===== src/rtl/button_pkg.sv =====
// ----------------------------------------------------------------------------
// button_pkg
// Shared definitions for the push-button front end of the stopwatch.
//   - Debounce FSM state encoding (2-bit, legacy-compatible constants).
//   - Default timing constants for a 50 MHz system clock.
// No ports (package).
// ----------------------------------------------------------------------------
package button_pkg;

    // Debounce FSM states
    localparam logic [1:0] ST_IDLE         = 2'b00;  // stable level 0
    localparam logic [1:0] ST_PRESS_WAIT   = 2'b01;  // counting s2=1 cycles
    localparam logic [1:0] ST_PRESSED      = 2'b10;  // stable level 1
    localparam logic [1:0] ST_RELEASE_WAIT = 2'b11;  // counting s2=0 cycles

    // 10 ms and 2 s at 50 MHz
    localparam int DEBOUNCE_CYCLES_DEFAULT = 500000;
    localparam int LONG_CYCLES_DEFAULT     = 100000000;

endpackage


===== src/rtl/button_debounce.sv =====
// ----------------------------------------------------------------------------
// button_debounce
// One button channel: 2-flop synchroniser (s1 -> s2), counter-based debounce
// FSM, registered debounced level and a single-cycle pulse per accepted press.
//
// Ports:
//   clk    in  1  system clock
//   rst_n  in  1  synchronous active-low reset
//   raw    in  1  asynchronous raw button, active-high
//   level  out 1  debounced level
//   pulse  out 1  one-cycle pulse when a press is accepted (never on release)
//   state  out 2  current FSM state (debug / used by long-press logic)
// ----------------------------------------------------------------------------
module button_debounce
    import button_pkg::*;
#(
    parameter int DEBOUNCE_CYCLES = DEBOUNCE_CYCLES_DEFAULT
) (
    input  logic       clk,
    input  logic       rst_n,
    input  logic       raw,
    output logic       level,
    output logic       pulse,
    output logic [1:0] state
);

    localparam int              CW       = $clog2(DEBOUNCE_CYCLES + 1);
    localparam logic [CW-1:0]   CNT_DONE = CW'(DEBOUNCE_CYCLES);

    logic          s1;
    logic          s2;
    logic [CW-1:0] cnt;
    logic [CW-1:0] cnt_inc;

    // Saturating increment: the counter can never wrap back to a small value.
    assign cnt_inc = (cnt == CNT_DONE) ? cnt : cnt + CW'(1);

    always_ff @(posedge clk) begin
        if (!rst_n) begin
            s1    <= 1'b0;
            s2    <= 1'b0;
            cnt   <= '0;
            level <= 1'b0;
            pulse <= 1'b0;
            state <= ST_IDLE;
        end else begin
            s1    <= raw;
            s2    <= s1;
            pulse <= 1'b0;
            case (state)
                ST_IDLE: begin
                    if (s2) begin
                        state <= ST_PRESS_WAIT;
                        cnt   <= CW'(1);
                    end
                end
                ST_PRESS_WAIT: begin
                    if (!s2) begin
                        // bounce: drop the partial count silently
                        state <= ST_IDLE;
                        cnt   <= '0;
                    end else if (cnt_inc == CNT_DONE) begin
                        state <= ST_PRESSED;
                        cnt   <= '0;
                        level <= 1'b1;
                        pulse <= 1'b1;
                    end else begin
                        cnt <= cnt_inc;
                    end
                end
                ST_PRESSED: begin
                    if (!s2) begin
                        state <= ST_RELEASE_WAIT;
                        cnt   <= CW'(1);
                    end
                end
                ST_RELEASE_WAIT: begin
                    if (s2) begin
                        state <= ST_PRESSED;
                        cnt   <= '0;
                    end else if (cnt_inc == CNT_DONE) begin
                        // release is accepted without a pulse
                        state <= ST_IDLE;
                        cnt   <= '0;
                        level <= 1'b0;
                    end else begin
                        cnt <= cnt_inc;
                    end
                end
                default: begin
                    state <= ST_IDLE;
                    cnt   <= '0;
                end
            endcase
        end
    end

endmodule


===== src/rtl/button_conditioner.sv =====
// ----------------------------------------------------------------------------
// button_conditioner
// Front-end input stage for the stopwatch: two independent debounced button
// channels (start, reset), each producing a clean level and a one-cycle
// press pulse. The channels are not arbitrated against each other.
//
// Optional feature, macro BUTTON_CONDITIONER_LONGPRESS_EN:
//   defined   - reset channel gets a hold counter; reset_long_pulse fires
//               once, LONG_CYCLES edges after the channel enters PRESSED.
//   undefined - reset_long_pulse is tied to 0, no hold counter.
//
// Ports:
//   clk              in  1  system clock
//   rst_n            in  1  synchronous active-low reset
//   start_raw        in  1  raw start button (async, active-high)
//   reset_raw        in  1  raw reset button (async, active-high)
//   start_pulse      out 1  one-cycle pulse per accepted start press
//   reset_pulse      out 1  one-cycle pulse per accepted reset press
//   start_level      out 1  debounced start level
//   reset_level      out 1  debounced reset level
//   reset_long_pulse out 1  one-cycle pulse on a long reset hold
// ----------------------------------------------------------------------------
module button_conditioner
    import button_pkg::*;
#(
    parameter int DEBOUNCE_CYCLES = DEBOUNCE_CYCLES_DEFAULT,
    parameter int LONG_CYCLES     = LONG_CYCLES_DEFAULT
) (
    input  logic clk,
    input  logic rst_n,
    input  logic start_raw,
    input  logic reset_raw,
    output logic start_pulse,
    output logic reset_pulse,
    output logic start_level,
    output logic reset_level,
    output logic reset_long_pulse
);

    logic [1:0] start_state;
    logic [1:0] rst_state;
    logic       unused_dbg;

    button_debounce #(.DEBOUNCE_CYCLES(DEBOUNCE_CYCLES)) u_start (
        .clk   (clk),
        .rst_n (rst_n),
        .raw   (start_raw),
        .level (start_level),
        .pulse (start_pulse),
        .state (start_state)
    );

    button_debounce #(.DEBOUNCE_CYCLES(DEBOUNCE_CYCLES)) u_reset (
        .clk   (clk),
        .rst_n (rst_n),
        .raw   (reset_raw),
        .level (reset_level),
        .pulse (reset_pulse),
        .state (rst_state)
    );

`ifdef BUTTON_CONDITIONER_LONGPRESS_EN
    localparam int            HW        = $clog2(LONG_CYCLES + 1);
    localparam logic [HW-1:0] HOLD_DONE = HW'(LONG_CYCLES);

    logic [HW-1:0] hold_cnt;
    logic          long_q;

    // Counter is zero whenever the channel is outside PRESSED, so entry to
    // PRESSED always starts from 0. It saturates at LONG_CYCLES so the pulse
    // fires once per press.
    always_ff @(posedge clk) begin
        if (!rst_n) begin
            hold_cnt <= '0;
            long_q   <= 1'b0;
        end else begin
            long_q <= 1'b0;
            if (rst_state == ST_PRESSED) begin
                if (hold_cnt != HOLD_DONE) begin
                    hold_cnt <= hold_cnt + HW'(1);
                    if (hold_cnt + HW'(1) == HOLD_DONE) begin
                        long_q <= 1'b1;
                    end
                end
            end else begin
                hold_cnt <= '0;
            end
        end
    end

    assign reset_long_pulse = long_q;
    assign unused_dbg       = ^start_state;
`else
    assign reset_long_pulse = 1'b0;
    assign unused_dbg       = ^{start_state, rst_state, (LONG_CYCLES > 0)};
`endif

endmodule


===== config.mk =====
export PLATFORM = sky130hd
export DESIGN_NAME = button_conditioner
export DESIGN_NICKNAME = d
export VERILOG_FILES = /design/src/rtl/button_pkg.sv /design/src/rtl/button_debounce.sv /design/src/rtl/button_conditioner.sv
export SDC_FILE = /design/constraint.sdc
export NUM_CORES = 1
export LEC_CHECK = 0
export ABC_AREA = 1
export CAP_MARGIN = 20
export CORE_MARGIN = 2
export CORE_UTILIZATION = 35
export DETAILED_ROUTE_END_ITERATION = 12
export GPL_ROUTABILITY_DRIVEN = 0
export PLACE_DENSITY_LB_ADDON = 0.2
export RECOVER_POWER = 50
export REMOVE_ABC_BUFFERS = 1
export SYNTH_ARGS = -nofsm -noshare
export SYNTH_HDL_FRONTEND = slang
export SYNTH_SLANG_ARGS = --single-unit
export TNS_END_PERCENT = 1

===== constraint.sdc =====
create_clock -name clk -period 2.8 [get_ports clk]
set_clock_uncertainty 0.05 [all_clocks]
set_input_delay 0.56 -clock clk [delete_from_list [all_inputs] [get_ports clk]]
set_output_delay 0.56 -clock clk [all_outputs]
set_load 0.01 [all_outputs]

==> flow_metrics.py <==
metrics = {
    "run_status": {
        "status": "complete, no violations",
    },
    "sta": {
        "rsz0062_at_grt": "no",
        "max-slew-margin-rel": 0.584,
        "setup_viol": 0,
        "slew_viol_final": 0,
        "hold_viol": 0,
        "worst_pin_slew_ns": 0.623,
        "post-route-period-util": 0.894,
        "period_needed_ns": 2.50,
        "fin_tns_setup_ns": 0,
        "fmax_mhz": 399,
    },
    "route": {
        "drc": 0,
        "drt-initial-drc-count": 193,
        "wl_per_cell_um": 12.5,
        "final_antenna_net_count": 0,
        "dr.pass1.iters": 5,
        "vias": 3249,
        "vias_per_cell": 4.89,
        "routed_wl_um": 8300,
    },
    "global_routing": {
        "antenna_found_initial": 0,
        "grt_pass1_wl_um": 14000,
        "gr-total-overflow": 0,
        "grtUsageTotal": 0.172,
        "grt_pass1_vias": 2871,
        "grt_max_degree": 23,
    },
    "min_path": {
        "hp-class": "register to register",
    },
    "clocking": {
        "cts_root_buf": "clkbuf_8",
        "clock_sinks": 50,
        "cts_setup_buffers": 0,
        "clkTransAtPathRegs_ns": 0.09,
        "cts_tree": "yes",
        "clk_latency_ns": 0.31,
        "numCtsBuffers": 5,
        "htreeDepth": 2,
        "clk_path_buf_depth": 2,
    },
    "worst_setup_path": {
        "required_ns": 2.92,
        "start_kind": "register",
        "critical_path_class": "register to register",
        "arrival_ns": 2.63,
        "cp-end-kind": "register",
        "r2r_slack_ns": 0.30,
        "crit_fanout": 15,
    },
    "cells_and_area": {
        "finalNonFillerCells": 664,
        "multiInputGateArea_um2": 1890,
        "n_fill_cell": 1029,
        "diodes": 0,
        "layout.nets": 560,
        "seqCellArea_um2": 1000,
        "drive_gt1_frac": 0.0434,
        "syn_to_final_growth_pct": 8.84,
    },
    "power": {
        "power_density_nw_per_um2": 405,
        "ir_drop_mv": 0.286,
        "p_leak_nw": 1.50,
        "power_mw": 1.45,
    },
    "floorplanning": {
        "ioPinCount": 9,
        "die_h_um": 101,
        "initial_core_util": 0.359,
        "fp.dieArea_um2": 10200,
        "die_w_um": 101,
        "core_um2": 9200,
        "rows": 35,
    },
    "logic_synthesis": {
        "yosysWarnings": 0,
        "syn_area_per_cell_um2": 6.03,
        "yosysUniqueCellTypes": 30,
        "yosysSeqAreaShare": 0.304,
        "ys_seq_elements": 50,
        "syn_area_um2": 3300,
        "syn-instance-count": 547,
    },
    "placement": {
        "place_inst": 656,
        "io_buffers": 7,
        "dp_hpwl_um": 6340,
    },
    "run": {
        "maxCapViolCount": 0,
    },
}
synthesized netlist by cell type:
cell      instances  area share
a21oi_1          14       0.021
a221oi_1          1      0.0027
and2_1            1      0.0019
and3_1            1      0.0019
buf_1             2      0.0023
buf_2             2      0.0030
buf_4             1      0.0023
buf_6             1      0.0034
clkbuf_1          8      0.0091
conb_1            1      0.0011
dfxtp_1          50        0.30
ha_1              4       0.015
inv_1            90        0.10
nand2_1         168        0.19
nand2_4           2      0.0068
nand3_1          39       0.059
nand3_2           3      0.0091
nand3b_1          4      0.0091
nand4_1          20       0.038
nor2_1           65       0.074
nor2_2            2      0.0038
nor2_4            2      0.0068
nor3_1           13       0.020
nor3_4            1      0.0049
nor3b_1           1      0.0023
o21a_1            2      0.0046
o21ai_0          26       0.039
o21bai_1          1      0.0023
xnor2_1           4       0.011
xor2_1           18       0.048
layer usage:
metal | GRT usage | up-vias | wire length (um)
met4 | 0.0509 | 0 | 108
li1 | - | 1709 | -
met1 | 0.258 | 1470 | 4320
met3 | 0.0250 | 10 | 329
met5 | 0 | - | 0
met2 | 0.254 | 60 | 3540
area by class of cell:
| cell class | instances | area share |
|---|---|---|
| Timing Repair Buffer | 12 | 0.0300 |
| Tap cell | 111 | 0.0387 |
| Inverter | 90 | 0.0941 |
| Clock inverter | 2 | 0.0105 |
| Sequential cell | 50 | 0.279 |
| Multi-Input combinational cell | 393 | 0.527 |
| Clock buffer | 6 | 0.0202 |
final timing paths:
path / start / to / cells past startpoint
worst max-delay path: u_reset.cnt[0]$_SDFFE_PN0P_ / u_reset.cnt[5]$_SDFFE_PN0P_ / 13
worst min-delay path: u_start.s1$_SDFF_PN0_ / u_start.s2$_SDFF_PN0_ / 2
worst max register to register: u_reset.cnt[0]$_SDFFE_PN0P_ / u_reset.cnt[5]$_SDFFE_PN0P_ / 13
worst min register to register: u_start.s1$_SDFF_PN0_ / u_start.s2$_SDFF_PN0_ / 2
power breakdown:
| part | total, mW | switching (mW) | internal [mW] |
|---|---|---|---|
| logic | 0.182 | 0.129 | 0.0531 |
| registers | 0.752 | 0.0222 | 0.729 |
| clock network | 0.521 | 0.254 | 0.267 |
metrics by stage:
| step | hold slack [ns] | instance area [um^2] | util | setup slack (ns) |
|---|---|---|---|---|
| global route | 0.387 | 3590 | 0.390 | 0.0664 |
| CTS | 0.389 | 3590 | 0.390 | 0.251 |
| finish | 0.376 | 3590 | 0.390 | 0.296 |
| detailed placement | 0.353 | 3480 | 0.378 | 0.261 |
| global placement | 0.349 | 3480 | 0.378 | 0.335 |
| floorplan | 0.340 | 3230 | - | 0.432 |
sequential cells by signal (all words and copies together) (netlist names), named ones only:
register,count
u_reset.cnt,19
u_start.cnt,19
u_reset.level,1
u_reset.pulse,1
u_reset.s1,1
u_reset.s2,1
u_reset.state,1
u_start.level,1
u_start.pulse,1
u_start.s1,1
u_start.s2,1
u_start.state,1
layout by cell type (no fill, tap or decap), drive strengths merged:
cell / n
nand3b: 4
xor2: 18
nand4: 20
and3: 1
dlygate4sd3: 5
nor3: 14
o21a: 2
bufinv: 1
ha: 4
nor2: 69
dfxtp: 50
and2: 1
inv: 90
a21oi: 14
o21bai: 1
o21ai: 26
clkdlybuf4s50: 2
clkbuf: 6
xnor2: 4
a221oi: 1
nand3: 42
clkinvlp: 1
nor3b: 1
nand2: 170
conb: 1
buf: 5
critical path, stage by stage, from the launching register on:
cell	delay, ns
dfxtp_1	0.47
ha_1	0.25
nand3_2	0.14
nor2_4	0.18
nand2_4	0.08
nor2_4	0.14
xor2_1	0.21
nand2_1	0.07
nor2_1	0.10
nand3_1	0.22
nand2_4	0.23
inv_1	0.11
nand2_1	0.07
a21oi_1	0.05
logic make-up after synthesis:
kind of cell	after synthesis	share of synthesized area
and+or+nand+nor	322	0.429
buffers and inverters	104	0.123
DFF	50	0.304
AOI/OAI and AO/OA	44	0.0702
xor gates and xnor gates	22	0.0584
adders and majority gates	4	0.0152
other	1	0.00114
what timing repair did:
item,in CTS,in global routing
setup endpoints to repair,0,12
gates resized for setup,0,3
hold buffers,0,0
endpoints found under the hold margin,0,0
Note: power is estimated with default switching activity, not from simulation.
==> variant, RTL diff (same flow settings) <==
Add a define of `BUTTON_CONDITIONER_LONGPRESS_EN`.
--- a/src/rtl/button_conditioner.sv
+++ b/src/rtl/button_conditioner.sv
@@ -21,4 +21,6 @@
 //   reset_long_pulse out 1  one-cycle pulse on a long reset hold
 // ----------------------------------------------------------------------------
+`define BUTTON_CONDITIONER_LONGPRESS_EN
+
 module button_conditioner
     import button_pkg::*;
Behaviour: no difference found for any inputs over 10 cycles, from zero or initial values and one cycle with rst_n low; that may be too few to reach the edited logic, so the function may still have changed.
==> variant against the unedited design <==
- final area grew 55%
- via count grew 44%
- routed wire length grew 53%
- first-iteration DRC count grew 71%
- count of clock-buffer cells in the layout grew 5
- synthesized cell count grew 44%
- total power grew 74%
- global-route usage grew 0.68 points
- setup slack lost 0.0073 ns
- clock power grew 120%
- area after synthesis grew 51%
- sequential cell count grew 28
- cell count grew 48%
- critical path type unchanged
==> variant: results (changes against the unedited design) <==
- The run finished with clean final reports.
- The total iterations of the first detailed-routing run is 4 (-1).
- The clock root buffer master is sky130_fd_sc_hd__clkbuf_16.
- The maximum fanout encountered on the critical timing path was 13 (-2).
- The clock input transition at the sequential cells of the worst setup and hold paths is 0.06 ns (-0.03 ns).
- The area of combinational cells with multiple inputs is 0.00287 sq mm (+52%).
- The pin count of the biggest net entering global routing is 36 (+57%).
- The buffer share of cell area is 2.75% (-0.25 points).
- The later-pin clock latency in the skew report is 0.34 ns (+0.03 ns).
- The cell with the largest stage delay on the worst path is sky130_fd_sc_hd__dfxtp_1.
- The count of buffers inserted at the top-level ports came to 8 (+1).
- The global router's overall resource usage is 17.9% (+0.68 points).
- The worst setup path startpoint is u_reset.cnt[1].
- The total routed wire length on the met1 layer came to 6360 um (+47%).
- The via count of the first global-routing pass is 4317 (+50%).
- The routed length on met2 is 5460 um (+54%).
- The multi-input logic cell count is 574 (+46%).
- The sum of net half-perimeters after detailed placement was 9710 um (+53%).
- The non-clock inverter instance count of the final layout is 119 (+32%).
- The maximum resistive drop on vdd is 309 uV (+7.9%).
- The layout buffer count excluding clock buffers is 19 (+7).
- The count of different cell masters after synthesis was 40 (+33%).
- The part of the Yosys area used for sequential elements is 31.4% (+1.1 points).
- The routed via count divided by cell count is 4.75 (-2.8%).
- The number of clock buffers inserted by TritonCTS is 9 (+4).
- The met3 track demand over resource is 3.69% (+1.2 points).
- The fraction of met1 tracks used by global routing is 24.8% (-0.95 points).
- The met2 track demand over resource is 27.0% (+1.6 points).
- The fraction of layout cells with a size suffix above 1 was 8.07% (+3.7 points).
- The first-pass GRT wire length is 21200 um (+51%).
- After synthesis, the cell types taking the most area are sky130_fd_sc_hd__dfxtp_1, sky130_fd_sc_hd__nand2_1, sky130_fd_sc_hd__nor2_1, sky130_fd_sc_hd__inv_1, sky130_fd_sc_hd__xor2_1.
- The maximum level of the CTS H-tree is 3 (+1).
- The flop and latch count out of synthesis is 78 (+56%).
- The depth of the most critical reg-to-reg path is 15 (+2).
- The number of DRC markers in iteration 0 is 330 (+71%).
- The count of clock-net buffers in the final layout is 11 (+5).
- The worst setup timing slack at the placement stage is 0.219 ns (-0.0423 ns).
- The largest stage delay on the critical path is 0.41 ns (-0.06 ns).
- The fraction of area in clock buffers and inverters is 5.23% (+2.2 points).
- The reported leakage power is 2.13 nW (+42%).
- The number of nets at the end of the flow is 811 (+45%).
- The post-detailed-route DRC marker count was 0 (unchanged).
- The ratio of final minimum period to clock period was 89.7% (+0.26 points).
- The tightest slew margin relative to the limit is 21.0% (-37 points).
- The area taken by flip-flops and latches is 0.00156 sq mm (+56%).
- After synthesis, the most frequently instantiated cells are sky130_fd_sc_hd__nand2_1, sky130_fd_sc_hd__nor2_1, sky130_fd_sc_hd__inv_1.
-- variant: cell types whose count changed in the layout (fill, tap and decap cells not counted), sizes merged, moves of 5 or more --
cell    before  now
clkbuf       6   14
clkinv       0    5
dfxtp       50   78
inv         90  116
nand2      170  221
nand3       42   54
nand4       20   38
nor2        69  132
nor3        14   19
xor2        18   34
-- variant: kinds of logic after synthesis --
group                      synth area share [%]
and+or+nand+nor                            43.5
buffers and inverters                      10.8
DFF                                        31.4
AOI/OAI and AO/OA                          5.24
xor gates and xnor gates                   7.55
adders and majority gates                  1.51
-- variant: stage by stage --
step	hold WS, ns	instances	util [%]	cell area [sq um]
final	0.362	985	40.0	5550
after global routing	0.386	985	40.0	5550
after detailed placement	0.359	970	37.9	5270
after global placement	0.345	970	37.9	5270
after CTS	0.366	985	40.0	5560
after floorplan	0.340	771	-	4880
-- variant: power by group --
group	switching (mW)	internal (mW)	leakage, nW
sequential	0.0242	1.13	0.630
combinational	0.156	0.0539	1.35
clock	0.457	0.707	0.141
total	0.636	1.89	2.13
